<file path="src/rtl/seq_div_control.sv">
// seq_div_control
// Sequential restoring divider with its own control FSM. One quotient bit is
// produced per clock; WIDTH iterations follow the accepting edge, and done
// pulses for one cycle afterwards.
//
// Optional build macro: SEQ_DIV_SIGNED_EN
//   When this macro is defined, the operands are treated as two's complement.
//   The core runs on magnitudes, and the signs are applied on the final
//   iteration, so division truncates toward zero.
//
// Ports:
//   clk          rising-edge clock
//   reset_a      asynchronous active-low reset
//   start        request a new division (sampled on rising edge)
//   dividend     numerator, sampled when start is accepted
//   divisor      denominator, sampled when start is accepted
//   quotient     registered result, held until the next completion
//   remainder    registered result, held until the next completion
//   done         one-cycle completion strobe (state CALC_DONE)
//   busy         high while the divider iterates (state CALC)
//   div_by_zero  sticky: the last accepted start had divisor == 0
//   abort        sticky: start was asserted during CALC
//   state_out    current state encoding
module seq_div_control #(
  parameter int WIDTH = 8,
  parameter int CW    = 4
) (
  input  logic             clk,
  input  logic             reset_a,
  input  logic             start,
  input  logic [WIDTH-1:0] dividend,
  input  logic [WIDTH-1:0] divisor,
  output logic [WIDTH-1:0] quotient,
  output logic [WIDTH-1:0] remainder,
  output logic             done,
  output logic             busy,
  output logic             div_by_zero,
  output logic             abort,
  output logic [2:0]       state_out
);

  typedef enum logic [2:0] {
    IDLE      = 3'b000,
    CALC      = 3'b001,
    CALC_DONE = 3'b100,
    ERR       = 3'b101
  } state_t;

  state_t           state;
  logic [WIDTH-1:0] q_work;
  logic [WIDTH-1:0] r_work;
  logic [WIDTH-1:0] dvsr;
  logic [CW-1:0]    count;

  logic [WIDTH:0]   trial;
  logic [WIDTH:0]   diff;
  logic             q_bit;
  logic [WIDTH-1:0] r_next;
  logic [WIDTH-1:0] q_next;
  logic [WIDTH-1:0] q_final;
  logic [WIDTH-1:0] r_final;
  logic [WIDTH-1:0] dividend_mag;
  logic [WIDTH-1:0] divisor_mag;

`ifdef SEQ_DIV_SIGNED_EN
  logic neg_q;
  logic neg_r;
`endif

  // One restoring step. The trial value is WIDTH+1 bits wide, so the top bit
  // shifted out of r_work is never lost before the comparison is made.
  always_comb begin
    trial = {r_work, q_work[WIDTH-1]};
    diff  = trial - {1'b0, dvsr};
    if (trial >= {1'b0, dvsr}) begin
      q_bit  = 1'b1;
      r_next = diff[WIDTH-1:0];
    end else begin
      q_bit  = 1'b0;
      r_next = trial[WIDTH-1:0];
    end
    q_next = {q_work[WIDTH-2:0], q_bit};
  end

`ifdef SEQ_DIV_SIGNED_EN
  // The core runs on magnitudes. The most-negative value maps onto itself,
  // which reads as 2**(WIDTH-1) when it is treated as unsigned.
  always_comb begin
    dividend_mag = dividend[WIDTH-1] ? ('0 - dividend) : dividend;
    divisor_mag  = divisor[WIDTH-1]  ? ('0 - divisor)  : divisor;
    q_final      = neg_q ? ('0 - q_next) : q_next;
    r_final      = neg_r ? ('0 - r_next) : r_next;
  end
`else
  always_comb begin
    dividend_mag = dividend;
    divisor_mag  = divisor;
    q_final      = q_next;
    r_final      = r_next;
  end
`endif

  always_ff @(posedge clk or negedge reset_a) begin
    if (!reset_a) begin
      state       <= IDLE;
      q_work      <= '0;
      r_work      <= '0;
      dvsr        <= '0;
      count       <= '0;
      quotient    <= '0;
      remainder   <= '0;
      div_by_zero <= 1'b0;
      abort       <= 1'b0;
`ifdef SEQ_DIV_SIGNED_EN
      neg_q       <= 1'b0;
      neg_r       <= 1'b0;
`endif
    end else begin
      case (state)
        IDLE, CALC_DONE, ERR: begin
          if (start) begin
            abort <= 1'b0;
            if (divisor == '0) begin
              div_by_zero <= 1'b1;
              state       <= ERR;
            end else begin
              div_by_zero <= 1'b0;
              dvsr        <= divisor_mag;
              q_work      <= dividend_mag;
              r_work      <= '0;
              count       <= '0;
`ifdef SEQ_DIV_SIGNED_EN
              neg_q       <= dividend[WIDTH-1] ^ divisor[WIDTH-1];
              neg_r       <= dividend[WIDTH-1];
`endif
              state       <= CALC;
            end
          end else if (state != ERR) begin
            state <= IDLE;
          end
        end
        CALC: begin
          if (start) begin
            abort <= 1'b1;
            state <= ERR;
          end else begin
            q_work <= q_next;
            r_work <= r_next;
            count  <= count + 1'b1;
            if (count == CW'(WIDTH - 1)) begin
              quotient  <= q_final;
              remainder <= r_final;
              state     <= CALC_DONE;
            end
          end
        end
        default: state <= IDLE;
      endcase
    end
  end

  assign done      = (state == CALC_DONE);
  assign busy      = (state == CALC);
  assign state_out = state;

endmodule

</file>
<file path="config.mk">
export PLATFORM = sky130hd
export DESIGN_NAME = seq_div_control
export DESIGN_NICKNAME = d
export VERILOG_FILES = /design/src/rtl/seq_div_control.sv
export SDC_FILE = /design/constraint.sdc
export NUM_CORES = 1
export LEC_CHECK = 0
export CORE_ASPECT_RATIO = 0.9
export CORE_MARGIN = 10
export CORE_UTILIZATION = 50
export CTS_BUF_LIST = sky130_fd_sc_hd__clkbuf_16
export DETAILED_ROUTE_END_ITERATION = 6
export GPL_TIMING_DRIVEN = 1
export HOLD_SLACK_MARGIN = 0.06
export PLACE_DENSITY = 0.83
export RECOVER_POWER = 25
export SLEW_MARGIN = 20
export SYNTH_ARGS = -nofsm -noshare
export SYNTH_HDL_FRONTEND = slang
export SYNTH_SLANG_ARGS = --single-unit
</file>
<file path="constraint.sdc">
create_clock -name clk -period 2.85 [get_ports clk]
set_input_delay 0.7125 -clock clk [delete_from_list [all_inputs] [get_ports clk]]
set_output_delay 0.7125 -clock clk [all_outputs]
set_load 0.03 [all_outputs]
</file>
## Word level (Yosys, flattened, before mapping)

Cells that the tools add are included.
Widths: inputs -> output; s select.

| storage, ports and cells | value |
|---|---|
| output and inout bits | 23 |
| flip-flop bits (word level) | 49 |
| input port bits | 19 |

| operators by class | value |
|---|---|
| $lt $le $gt $ge | 1 |
| bitwise logic cells | 2 |
| reductions and logical operators | 10 |
| equality and inequality tests | 11 |
| add/sub/neg operators | 2 |
| muxes and demuxes | 24 |

Operators by type and width:

| operator | count |
|---|---|
| $mux 8 | 7 |
| $pmux 8 s2 | 2 |
| $mux 3 | 5 |
| $mux 4 | 3 |
| $ge 9x8->1 | 1 |
| $reduce_and 3->1 | 3 |
| $logic_not 8->1 | 1 |
| $ne 2x2->1 const B | 4 |
| $pmux 4 s2 | 1 |
| $sub 8x8->8 | 1 |
| $eq 3x3->1 const B | 2 |
| $ne 3x3->1 const B | 2 |
| $pmux 3 s2 | 1 |
| $add 4x1->4 const B | 1 |
| $eq 4x3->1 const B | 1 |
| $mux 1 | 4 |
| $reduce_and 2->1 | 2 |
| $reduce_and 4->1 | 1 |
| $eq 3x1->1 const B | 1 |
| $logic_not 3->1 | 1 |
| $ne 3x2->1 const B | 1 |
| $reduce_or 3->1 | 1 |
| $not 1->1 | 2 |
| $pmux 1 s2 | 1 |
| $reduce_bool 2->1 | 1 |

## Logic depth before layout (Yosys ltp)

| depth | value |
|---|---|
| word-level depth | 4 |
| gate-level depth with buffers | 9 |

## Least setup slack after synthesis

OpenSTA, ideal clock, no wires.

| path | value |
|---|---|
| path type | reg2reg |
| from | register q_work[7] |
| to | register r_work[6] |
| arrival | 1.690 ns |
| required time | 2.719 ns |
| stages on the path, launching flop included | 10 |
| setup slack | 1.029 ns |
| library setup time | 0.131 ns |
| path through | dfrtp_1 > inv_1 > ha_1 > inv_1 > fa_1 > a211oi_2 > or4b_1 > nand4_1 > mux2i_1 > o21ai_1 |

| between the ends | value |
|---|---|
| word-level cells in the longest chain between the ends | 4 |
| elaborated cells between the ends (all ways) | 5 |
| those cells by class | add/sub: 1; order compare: 1; mux: 3 |

Ends and longest elaborated chain:

| what | RTL line | RTL |
|---|---|---|
| from (decl) | 50 | `logic [WIDTH-1:0] q_work;` |
| from (signal assigned) | 129 | `q_work <= dividend_mag;` |
| from (signal assigned) | 147 | `q_work <= q_next;` |
| $sub 8x8->8 or $ge 9x8->1 (tied branches) | 74, 75 |  |
| $mux 8 * | 75 | `if (trial >= {1'b0, dvsr}) begin` |
| $mux 8 * | 143 | `if (start) begin` |
| $pmux 8 s2 * | 119 | `case (state)` |
| to (signal assigned) | 148 | `r_work <= r_next;` |
| to (decl) | 51 | `logic [WIDTH-1:0] r_work;` |

Mark *: on every way between the ends. The rest lies on a longest branch, timed or not. The select of a mux whose other input is x is not followed.
A chain may end at the register's enable or synchronous reset.

## Final worst setup path

| path | value |
|---|---|
| from | register state[2], in the netlist state_out[2] |
| to | output busy |

| between the ends | value |
|---|---|
| word-level cells in the longest chain between the ends | 1 |

Ends and longest elaborated chain:

| what | RTL line | RTL |
|---|---|---|
| from (decl) | 49 | `state_t state;` |
| from (signal assigned) | 105 | `state <= IDLE;` |
| from (signal assigned) | 125 | `state <= ERR;` |
| from (signal assigned) | 136 | `state <= CALC;` |
| $eq 3x1->1 | 163 | `assign busy = (state == CALC);` |
| to (decl) | 36 | `output logic busy,` |

Every way passes these cells.

==> metrics.md <==
| Metric | Value |
|---|---|
| Commonest non-fill, non-tap cells in the layout | 60 x nand2_1, 48 x dfrtp_1, 39 x clkdlybuf4s50_1 |
| Post-layout min period | about 2.6 ns |
| Fraction of layout cells with a size suffix above 1 | 9.09% |
| Power share of the clock group | 27.4% |
| Worst rel slew slack | -1.90% |
| Post-synth EDFFs | 0 |
| Worst Skew | about 0.0065 ns |
| Ys flop type | dfrtp_1 |
| Non-filler instance count after layout | 362 |
| Ys Warns | 0 |
| Cell variety after synth | 41 |
| Syn nets | 282 |
| CTS tree | done |
| TNS Setup | 0 ns |
| Worst Hold Class | register to register |
| Max-slew violations | 30 |
| Register bit total from synthesis | 48 |
| Die width | around 94 um |
| Drt initial violations | ~150 |
| Detailed placer's ending HPWL | 4.17 mm |
| Die Span Y | 86.4 um |
| Worst Max-Slew Pin Slew | 1.53 ns |
| TritonCTS Sinks | 48 |
| Setup Buffers After CTS | 0 |
| DRC Markers | 0 |
| Worst-path clk slew | approximately 0.06 ns |
| Sw frac | 35.4% |
| Worst-skew pair later-pin latency | 0.29 ns |
| Syn_area_per_cell | ~9.7 um^2 |
| PortBufs | 40 |
| Initial antenna violation count | 0 |
| # diodes | 0 |
| Largest net degree at the start of global routing | 30 |
| CTS H-tree depth | 2 |
| CP Max Fanout | 11 |
| Top Ports | 42 |
| Final wirelength | 5.41 mm |
| Hold WS | approximately 0.48 ns |
| Unrepaired setup endpoints after global routing | false |
| Nets | around 330 |
| Full die area | 8110 um^2 |
| Final instance area | slightly above 3000 um^2 |
| Fmax | 0.386 GHz |
| Hold Violations, Final | 0 |
| CORE AREA | 4800 um^2 |
| Resized cells post-CTS | 0 |
| Gp weighted congestion | approximately 0.85 |
| GRT overflow | 0 |
| CP Capture Type | output port |
| CP Class | register to output port |
| Int Pwr | 1.79 mW |
| P&R area growth vs syn | 25.8% |
| Cts hold-fix bufs | 0 |
| Crit start category | register |
| Crit path DAT | 1.88 ns |
| Sequential Power Share | 33.4% |
| # rows | 24 |
| Vias per inst | roughly 5.3 |
| Vias in the first global route | 1,959 |
| Violated checks | capacitance limit, slew limit |
| Multi-input logic area | 1130 um^2 |
| Final setup violating endpoints | 0 |
| Sequential share of the synthesized area | 49.0% |
| CTS Buffer Depth | 2 |
| DRT Pass-1 Iters | 4 |
| First-pass GRT wire length | just over 9 mm |
| Inst Count DP | 354 |
| Combinational share of power | 39.2% |
| Inserted Clock Buffers | 5 |
| Routed len/inst | 14.9 um |
| Leakage power | approximately 1.4 nW |
| Placed Area | 2900 um^2 |
| Fillcell total | about 380 |
| Tcrit/Tclk final | 90.9% |
| Most common cell after layout, fill and taps aside | nand2_1 |
| Maximum VDD drop | 0.000420 V |
| Outcome | complete, but fails checks |
| Mapped Cells | roughly 250 |
| Asr flop ratio synth | between 90% and 100% |
| ANT nets after route | 0 |
| Initial core utilization | around half |
| Worst setup margin | 0.259 ns |
| WP data required | 2.14 ns |
| Root buf cell | clkbuf_16 |
| Power density over the cells | roughly 900 nW/um^2 |
| Placement Setup Slack | 0.195 ns |
| Storage cell area | 1200 um^2 |
| Mapped cell area | ~2500 um^2 |
| Max-cap check violation count | 1 |
| Total track usage | 14.1% |
| Routed via count | 1,921 |
| Psw | approximately 980 uW |
-- critical path, cell delays in order, from the launching register on --
cell             delay, ns
dfrtp_1               0.41
nand2b_4              0.20
inv_2                 0.24
clkdlybuf4s50_1       0.74
-- cell type report --
class                   count  area share (%)
flip-flops and latches     48            38.9
multi-input cells         183            36.6
repair buffers             46            14.1
clock buffers               5            4.06
well taps                  65            2.64
clock inverters             3            2.23
inverters                  12            1.46
-- power by group through the flow --
stage,clock network (mW),registers [mW],logic [mW]
floorplan,0,0.943,0.809
global placement,0,0.928,1.05
detailed placement,0,0.934,1.09
CTS,0.768,0.923,1.09
global route,0.797,0.943,1.22
finish,0.759,0.926,1.09
-- synth_stat cells, drive strengths merged (2+ instances only) --
cell type  instances  share of area [%]
a211oi             3                1.3
a21oi              8                1.9
a22oi              2               0.61
a32oi              2               0.71
buf                9                3.0
dfrtp             48                 49
ha                 9                4.6
inv               12                1.8
mux2               3                1.4
mux2i             12                4.9
nand2             60                9.2
nand2b             5                1.9
nand3              5                1.0
nand4              2               0.51
nor2              15                2.8
nor2b              3               0.77
nor4               2                1.0
o211ai             3               0.92
o21ai             33                6.7
xnor2              2               0.71
xor2               5                1.8
-- path summary, 6_finish.rpt --
| path | from | end | slack (ns) | depth (start not counted) |
|---|---|---|---|---|
| setup / recovery | state_out[2]$_DFFE_PN0P_ | busy | 0.26 | 3 |
| hold / removal | quotient[0]$_DFFE_PN0P_ | quotient[0]$_DFFE_PN0P_ | 0.48 | 2 |
| max in group asynchronous | reset_a | r_work[3]$_DFFE_PN0P_ | 1.12 | 2 |
| setup reg to reg | r_work[5]$_DFFE_PN0P_ | remainder[6]$_DFFE_PN0P_ | 0.61 | 7 |
| min in group asynchronous | reset_a | dvsr[2]$_DFFE_PN0P_ | 0.79 | 1 |
| hold reg to reg | quotient[0]$_DFFE_PN0P_ | quotient[0]$_DFFE_PN0P_ | 0.48 | 2 |
-- layer usage --
metal	vias up	GRT usage [%]	part of all wire [%]
li1	945	-	-
met1	900	18.5	44
met2	66	21.8	47
met3	10	3.37	7.3
met4	0	5.52	1.9
met5	-	0	0
-- sequential cells by signal (all words and copies together) (netlist names) --
register	flops
dvsr	8
q_work	8
quotient	8
r_work	8
remainder	8
count	4
state_out	2
abort	1
div_by_zero	1
-- metrics by stage --
step | util [%] | total power [mW]
after CTS | 64.3 | 2.78
after detailed placement | 60.3 | 2.02
final | 64.2 | 2.77
after floorplan | - | 1.75
after global placement | 60.3 | 1.98
after global routing | 64.2 | 2.96
-- kinds of logic after synthesis --
group           Yosys count  synth area share (%)
fa+ha+maj                10                  5.41
other cells               1                 0.153
simple gates             97                  18.8
mux                      15                  6.28
compound gates           53                  12.9
xor+xnor                  7                  2.50
buf+inv                  22                  5.00
flops                    48                  49.0
Note: power is estimated with default switching activity, not from simulation.
